File: config.mk
export PLATFORM = sky130hd
export DESIGN_NAME = stopwatch_ctrl
export DESIGN_NICKNAME = d
export VERILOG_FILES = /design/src/rtl/stopwatch_pkg.sv /design/src/rtl/sw_digit_cnt.sv /design/src/rtl/stopwatch_ctrl.sv
export SDC_FILE = /design/constraint.sdc
export NUM_CORES = 1
export LEC_CHECK = 0
export ABC_AREA = 1
export ABC_CLOCK_PERIOD_IN_PS = 7700
export CORE_MARGIN = 2
export CORE_UTILIZATION = 45
export CTS_CLUSTER_DIAMETER = 100
export DETAILED_ROUTE_END_ITERATION = 8
export GPL_TIMING_DRIVEN = 0
export SLEW_MARGIN = 20
export SYNTH_ARGS = -nofsm -noshare
export SYNTH_HDL_FRONTEND = slang
export SYNTH_SLANG_ARGS = --single-unit
export TNS_END_PERCENT = 20
File: constraint.sdc
create_clock -name clk -period 7.7 [get_ports clk]
set_input_delay 1.54 -clock clk [delete_from_list [all_inputs] [get_ports clk]]
set_output_delay 1.54 -clock clk [all_outputs]
set_load 0.1 [all_outputs]
File: src/rtl/stopwatch_pkg.sv
// Shared types, 7-segment encoding and digit radix helper for the stopwatch.
`timescale 1ns/1ps
package stopwatch_pkg;

    typedef enum logic [1:0] {IDLE, RUN, STOP, LAP} sw_state_t;

    // Active-low {dp,g,f,e,d,c,b,a} codes for digits 0..9, dp off
    localparam logic [0:9][7:0] SEG_LUT = {
        8'hC0, 8'hF9, 8'hA4, 8'hB0, 8'h99,
        8'h92, 8'h82, 8'hF8, 8'h80, 8'h90
    };
    localparam logic [7:0] SEG_BLANK = 8'hFF;

    // Segment pattern for one BCD digit; anything above 9 blanks the digit
    function automatic logic [7:0] seg_code(input logic [3:0] d);
        logic [7:0] code;
        code = SEG_BLANK;
        if (d <= 4'd9) code = SEG_LUT[d];
        return code;
    endfunction

    // Two low digits and every even digit are decimal; odd digits above are base 6
    function automatic int unsigned digit_radix(input int unsigned i);
        return ((i < 2) || ((i % 2) == 0)) ? 10 : 6;
    endfunction

endpackage

File: src/rtl/sw_digit_cnt.sv
// One BCD digit of the stopwatch count with configurable radix and ripple carry.
`timescale 1ns/1ps
module sw_digit_cnt #(
    parameter int unsigned RADIX = 10
) (
    input  logic       clk,
    input  logic       rst_n,
    input  logic       clr,
    input  logic       inc,
    output logic [3:0] val,
    output logic       carry_c
);

    // Carry out when this digit is incremented at its top value
    assign carry_c = inc && (val == 4'(RADIX - 1));

    // Digit register; clear overrides an increment in the same cycle
    always_ff @(posedge clk or negedge rst_n) begin
        if (!rst_n) begin
            val <= 4'd0;
        end else if (clr) begin
            val <= 4'd0;
        end else if (inc) begin
            val <= carry_c ? 4'd0 : val + 4'd1;
        end
    end

endmodule

File: src/rtl/stopwatch_ctrl.sv
// Multiplexed-display stopwatch: run/stop/clear control, BCD count chain,
// optional lap display latch (STOPWATCH_LAP_EN) and digit scanner.
`timescale 1ns/1ps
module stopwatch_ctrl
    import stopwatch_pkg::*;
#(
    parameter int unsigned CLK_HZ  = 50000000,
    parameter int unsigned TICK_HZ = 100,
    parameter int unsigned SCAN_HZ = 500,
    parameter int unsigned DIGITS  = 6
) (
    input  logic              clk,
    input  logic              rst_n,
    input  logic              start_stop,
    input  logic              clear,
    input  logic              lap,
    output logic [7:0]        seg,
    output logic [DIGITS-1:0] dig_sel,
    output logic              running,
    output logic              overflow
);

    localparam int unsigned TICK_DIV = CLK_HZ / TICK_HZ;
    localparam int unsigned SCAN_DIV = CLK_HZ / SCAN_HZ;
    localparam int unsigned TICK_W   = (TICK_DIV > 1) ? $clog2(TICK_DIV) : 1;
    localparam int unsigned SCAN_W   = (SCAN_DIV > 1) ? $clog2(SCAN_DIV) : 1;
    localparam int unsigned IDX_W    = $clog2(DIGITS);

    sw_state_t                state_q, state_d;
    logic                     running_d;
    logic                     div_rst_c;
    logic                     counting_c;
    logic                     tick_c;
    logic [TICK_W-1:0]        tdiv_q;
    logic [DIGITS:0]          inc_c;
    logic [DIGITS-1:0][3:0]   cnt;
    logic [DIGITS-1:0][3:0]   disp;
    logic [SCAN_W-1:0]        sdiv_q;
    logic [IDX_W-1:0]         idx_q, idx_d;
    logic [7:0]               seg_d;

    // State and running flag registers
    always_ff @(posedge clk or negedge rst_n) begin
        if (!rst_n) begin
            state_q <= IDLE;
            running <= 1'b0;
        end else begin
            state_q <= state_d;
            running <= running_d;
        end
    end

    // Next state with clear > start_stop > lap priority
    always_comb begin
        state_d   = state_q;
        running_d = 1'b0;
        div_rst_c = 1'b0;
        if (clear) begin
            state_d = IDLE;
        end else if (start_stop) begin
            case (state_q)
                IDLE:    state_d = RUN;
                RUN:     state_d = STOP;
                STOP:    state_d = RUN;
                LAP:     state_d = STOP;
                default: state_d = IDLE;
            endcase
        end
`ifdef STOPWATCH_LAP_EN
        else if (lap) begin
            if (state_q == RUN) state_d = LAP;
            else if (state_q == LAP) state_d = RUN;
        end
`endif
        running_d = (state_d == RUN) || (state_d == LAP);
        div_rst_c = (state_d == RUN) && ((state_q == IDLE) || (state_q == STOP));
    end

`ifndef STOPWATCH_LAP_EN
    wire lap_unused = lap;
`endif

    assign counting_c = (state_q == RUN) || (state_q == LAP);
    assign tick_c     = counting_c && (tdiv_q == TICK_W'(TICK_DIV - 1));

    // Tick divider: restarts on entry to RUN, holds while stopped
    always_ff @(posedge clk or negedge rst_n) begin
        if (!rst_n) begin
            tdiv_q <= '0;
        end else if (clear || div_rst_c) begin
            tdiv_q <= '0;
        end else if (counting_c) begin
            tdiv_q <= tick_c ? '0 : tdiv_q + TICK_W'(1);
        end
    end

    assign inc_c[0] = tick_c;

    // Ripple chain of BCD digits, d0 least significant
    for (genvar gi = 0; gi < DIGITS; gi++) begin : g_digit
        sw_digit_cnt #(
            .RADIX(digit_radix(gi))
        ) u_digit (
            .clk    (clk),
            .rst_n  (rst_n),
            .clr    (clear),
            .inc    (inc_c[gi]),
            .val    (cnt[gi]),
            .carry_c(inc_c[gi+1])
        );
    end

    // Sticky flag set by a carry out of the top digit
    always_ff @(posedge clk or negedge rst_n) begin
        if (!rst_n) begin
            overflow <= 1'b0;
        end else if (clear) begin
            overflow <= 1'b0;
        end else if (inc_c[DIGITS]) begin
            overflow <= 1'b1;
        end
    end

`ifdef STOPWATCH_LAP_EN
    logic [DIGITS-1:0][3:0] disp_q;

    // Display latch tracks the live count except while a lap is held
    always_ff @(posedge clk or negedge rst_n) begin
        if (!rst_n) begin
            disp_q <= '0;
        end else if (clear) begin
            disp_q <= '0;
        end else if (state_q != LAP) begin
            disp_q <= cnt;
        end
    end

    assign disp = disp_q;
`else
    assign disp = cnt;
`endif

    // Next scan index and segment pattern, dp lit on even digits from 2 up
    always_comb begin
        idx_d = idx_q;
        if (sdiv_q == SCAN_W'(SCAN_DIV - 1)) begin
            idx_d = (idx_q == IDX_W'(DIGITS - 1)) ? '0 : idx_q + IDX_W'(1);
        end
        seg_d = seg_code(disp[idx_d]);
        if (!idx_d[0] && (idx_d != '0)) seg_d[7] = 1'b0;
    end

    // Scanner registers driving the display pins
    always_ff @(posedge clk or negedge rst_n) begin
        if (!rst_n) begin
            sdiv_q  <= '0;
            idx_q   <= '0;
            dig_sel <= ~DIGITS'(1);
            seg     <= 8'hC0;
        end else begin
            sdiv_q  <= (sdiv_q == SCAN_W'(SCAN_DIV - 1)) ? '0 : sdiv_q + SCAN_W'(1);
            idx_q   <= idx_d;
            dig_sel <= ~(DIGITS'(1) << idx_d);
            seg     <= seg_d;
        end
    end

endmodule

==> out/metrics.csv, run 1 <==
stage,metric,value,unit
detailed_routing,DR pass1 iterations,4,
clock_network,CTS-repair resized insts,0,
grt,grt total ovfl,0,
clock_network,Inserted Clock Buffers,9,
place,DP HPWL,7090,um
cells_and_area,# diodes,0,
yosys,register bit total from synthesis,79,
power_and_ir_drop,LEAKAGE,2.39,nW
floorplanning,number of cell rows,36,
worst_setup_path,FF-to-FF path depth,18,
worst_setup_path,r2r setup slk,4880,ps
yosys,main combinational cell family by area after synthesis,simple AND/OR/NAND/NOR gates,
power_and_ir_drop,Worst VDD drop,0.0000761,V
yosys,mux contribution to synthesized area,0.00218,
clock_network,worst-skew pair later-pin latency,360,ps
floorplanning,die footprint,11000,um2
worst_hold_path,Hold Crit Depth,1,
timing,Fin Setup TNS,0,ps
yosys,net count after synthesis,583,
cells_and_area,multi-input logic area,2240,um2
clock_network,Clock Sink Count,79,
clock_network,clk slew on worst S/H paths,70,ps
detailed_routing,total number of vias,3769,
cells_and_area,nets@finish,614,
cells_and_area,synthesis-to-layout area growth,12.5,%
clock_network,Max clock buf depth,2,
clock_network,CTS root buffer,clkbuf_8,
yosys,complex-gate fraction of the synthesized area,0.0804,
outcome,status,completed,
floorplanning,io pins,21,
grt,first-pass GRT wire length,16900,um
cells_and_area,sequential cell area,1990,um2
timing,relative slew slack,0.351,
place,pre-CTS setup slack,4200,ps
timing,Final min period,3530,ps
worst_setup_path,Crit. End Element,output port,
timing,fmax,283,MHz
worst_setup_path,crit path buf inv count,1,
power_and_ir_drop,PD cells,152,nW/um2
place,GPL Wtd Cong,0.844,
worst_setup_path,Crit-path slowest cell,clkdlybuf4s50_1,
detailed_routing,1st-iter DRT viols,170,
yosys,Synth Area in XOR/XNOR,0.0286,
yosys,Syn Std Cell Area,4590,um2
clock_network,CTS HTree Levels,3,
floorplanning,Core Footprint,9820,um2
worst_setup_path,CP max FO,1,
worst_hold_path,Hold Crit Class,reg -> reg,
yosys,Synth Instances,559,
cells_and_area,# fillers,987,
worst_hold_path,HP Start,idx_q[2],
place,placed cell count,712,
timing,unrepaired setup endpoints after global routing,no,
worst_setup_path,"delay-heaviest family, CP",buffers and inverters,
yosys,Synth Area per Inst,8.21,um2
grt,vias in the first global route,3710,
worst_setup_path,reg2reg start,sdiv_q[0],
detailed_routing,antenna-violating nets left,0,
place,number of buffers added on ports,19,
timing,fin crit share,0.459,
yosys,synth warn,0,
cells_and_area,final cell count without fillers,728,
worst_setup_path,CP required,6160,ps
worst_setup_path,RR Endpoint,seg[0],
clock_network,clock tree from TritonCTS,built,
worst_setup_path,crit-path max cell delay,1120,ps
floorplanning,initial core utilization,0.467,
yosys,post-synthesis adder-cell area fraction,0.0518,
floorplanning,die height,105,um
timing,Final Hold Viols,0,
run,max_cap viols,0,
yosys,Post-Synth Simple-Gate Area,0.325,
worst_setup_path,crit path cell chain,clkdlybuf4s50_1,
detailed_routing,Total Wirelength,9490,um
detailed_routing,DR DRC count,0,
floorplanning,DIE WIDTH,105,um
cells_and_area,fin util,0.525,
timing,Worst Skew,9.94,ps
grt,initial antenna violation count,0,
timing,Final Max Slew Viols,0,
worst_setup_path,critical path class,reg -> out,
detailed_routing,WL/cell,13.0,um
yosys,Yosys cell types,42,
timing,hold slack,455,ps
yosys,"Seq/Total Area, Yosys",0.433,
worst_hold_path,WHS Endpoint,dig_sel[5],
grt,largest net degree at the start of global routing,57,
clock_network,Post CTS Setup Buffer Count,0,
cells_and_area,share of cells above drive strength 1,0.133,
timing,Slew @ Worst Pin,971,ps
clock_network,hold buffers post-CTS,0,
worst_setup_path,Worst EP arrival,1990,ps
timing,final setup violation count,0,
detailed_routing,vias per cell,5.18,
timing,final worst slack,4170,ps
grt,aggregate global-route resource usage,0.189,
worst_setup_path,startpoint types,flip-flop,
-- metal layers --
metal / routed length (um) / global-route usage
met5: 0 / 0
met3: 355 / 0.0381
met1: 4660 / 0.262
met2: 4320 / 0.296
met4: 145 / 0.0629
-- power by group --
part / internal (mW) / total [mW] / switching (mW)
sequential: 0.419 / 0.421 / 0.00269
clock: 0.153 / 0.303 / 0.150
combinational: 0.0140 / 0.0572 / 0.0431
total: 0.586 / 0.782 / 0.196
-- cell usage after synthesis (all sizes together) --
master	instances	area [um2]
a32o	1	10.0
a21boi	1	7.51
o41ai	1	8.76
nand2	113	498
o21a	1	7.51
a211oi	2	15.0
o32ai	2	17.5
nor3	20	105
xor2	12	105
nand3	67	413
xnor2	3	26.3
dfstp	7	184
a21oi	22	110
o22ai	7	43.8
nand3b	5	37.5
dfrtp	72	1800
a221oi	1	8.76
or2	3	18.8
ha	19	238
clkbuf	1	3.75
nor3b	2	15.0
nor2	56	255
nor4	3	25.0
nand4	20	125
o31ai	2	15.0
buf	2	25.0
o21ai	25	125
mux2i	1	10.0
inv	88	333
-- cells by family after synthesis --
kind of cell    Yosys count
compound gates           65
fa+ha+maj                19
simple gates            289
flops                    79
xor+xnor                 15
mux                       1
buf+inv                  91
-- placed cells by master (no fill, tap or decap), types with 2 or more instances in the layout --
cell type,instances
or2_2,3
clkdlybuf4s50_1,18
clkbuf_8,13
nand3_2,8
nor4_1,2
ha_1,19
nand4_1,20
nor3_1,19
o31ai_1,2
nand3_1,56
nor2_2,6
a211oi_1,2
nand2_1,99
nor3b_1,2
o21ai_1,3
o21ai_0,22
dfstp_2,7
nor2_1,46
nand3_4,3
xor2_1,12
o32ai_1,2
nor2_4,4
nand2_4,5
xnor2_1,3
clkbuf_1,4
inv_1,73
nand2_2,8
nand3b_1,5
a21oi_1,22
dfrtp_1,72
inv_2,14
o22ai_1,7
-- flip-flops by register name, summed over array words and instances (netlist names) --
signal	flops
g_digit.u_digit.val	24
seg	8
sdiv_q	17
state_q	1
tdiv_q	19
dig_sel	6
idx_q	3
overflow	1
-- worst register-to-register path, stage by stage, from the launching register on --
cell	delay, ps
dfrtp_1	390
ha_1	210
nand2_2	80
nor2_4	160
nand3_2	110
nor2_4	130
nand3_4	160
nand2_8	170
buf_12	140
nand2_1	50
nand3_1	80
nand3_1	80
nand2_1	160
inv_1	100
ha_1	220
or2_2	300
nand2_2	90
nand2_4	70
nand2_1	70
-- stage by stage --
stage	power, mW	cell area, um2
finish	0.782	5160
global route	0.815	5160
detailed placement	0.487	4970
global placement	0.485	4940
CTS	0.792	5160
floorplan	0.465	4590
-- layout make-up --
class	instances	share of cell area
Multi-Input combinational cell	389	0.434
Inverter	88	0.0645
Clock buffer	16	0.0369
Timing Repair Buffer	20	0.0417
Buffer	3	0.00558
Tap cell	133	0.0323
Sequential cell	79	0.385
-- how the worst max path moves through the flow --
stage | start | depth (start not counted) | slack [ps] | to
floorplan | start_stop | 11 | 5030 | tdiv_q[18]
global placement | rst_n | 1 | 2250 | g_digit[4].u_digit.val[1]
detailed placement | clear | 12 | 4200 | tdiv_q[16]
CTS | dig_sel[4] | 1 | 4140 | dig_sel[4]
global route | dig_sel[2] | 1 | 4120 | dig_sel[2]
finish | dig_sel[4] | 1 | 4170 | dig_sel[4]
Note: power is estimated with default switching activity, not from simulation.
==> run 2, diff against run 1 <==
Settings changed: ABC_CLOCK_PERIOD_IN_PS 7700 to 3080.
Clock period 7.7 ns to 3.08 ns, I/O delays scaled along.
==> results of run 2 <==
Same layout as run 1 (identical final DEF). Status: completed.
Main changes from that run: setup slack after placement 4200 ps -> 276 ps; clock-pin slew on the worst setup and hold paths 70 ps -> 80 ps; setup slack after layout 4170 ps -> 259 ps; hold slack 455 ps -> 151 ps; start point of the critical path dig_sel[4] -> sdiv_q[0]; end point of the critical path dig_sel[4] -> seg[0]; register-to-register setup slack 4880 ps -> 260 ps; total power 0.782 mW -> 1.95 mW; worst IR drop on VDD 0.0000761 V -> 0.000190 V
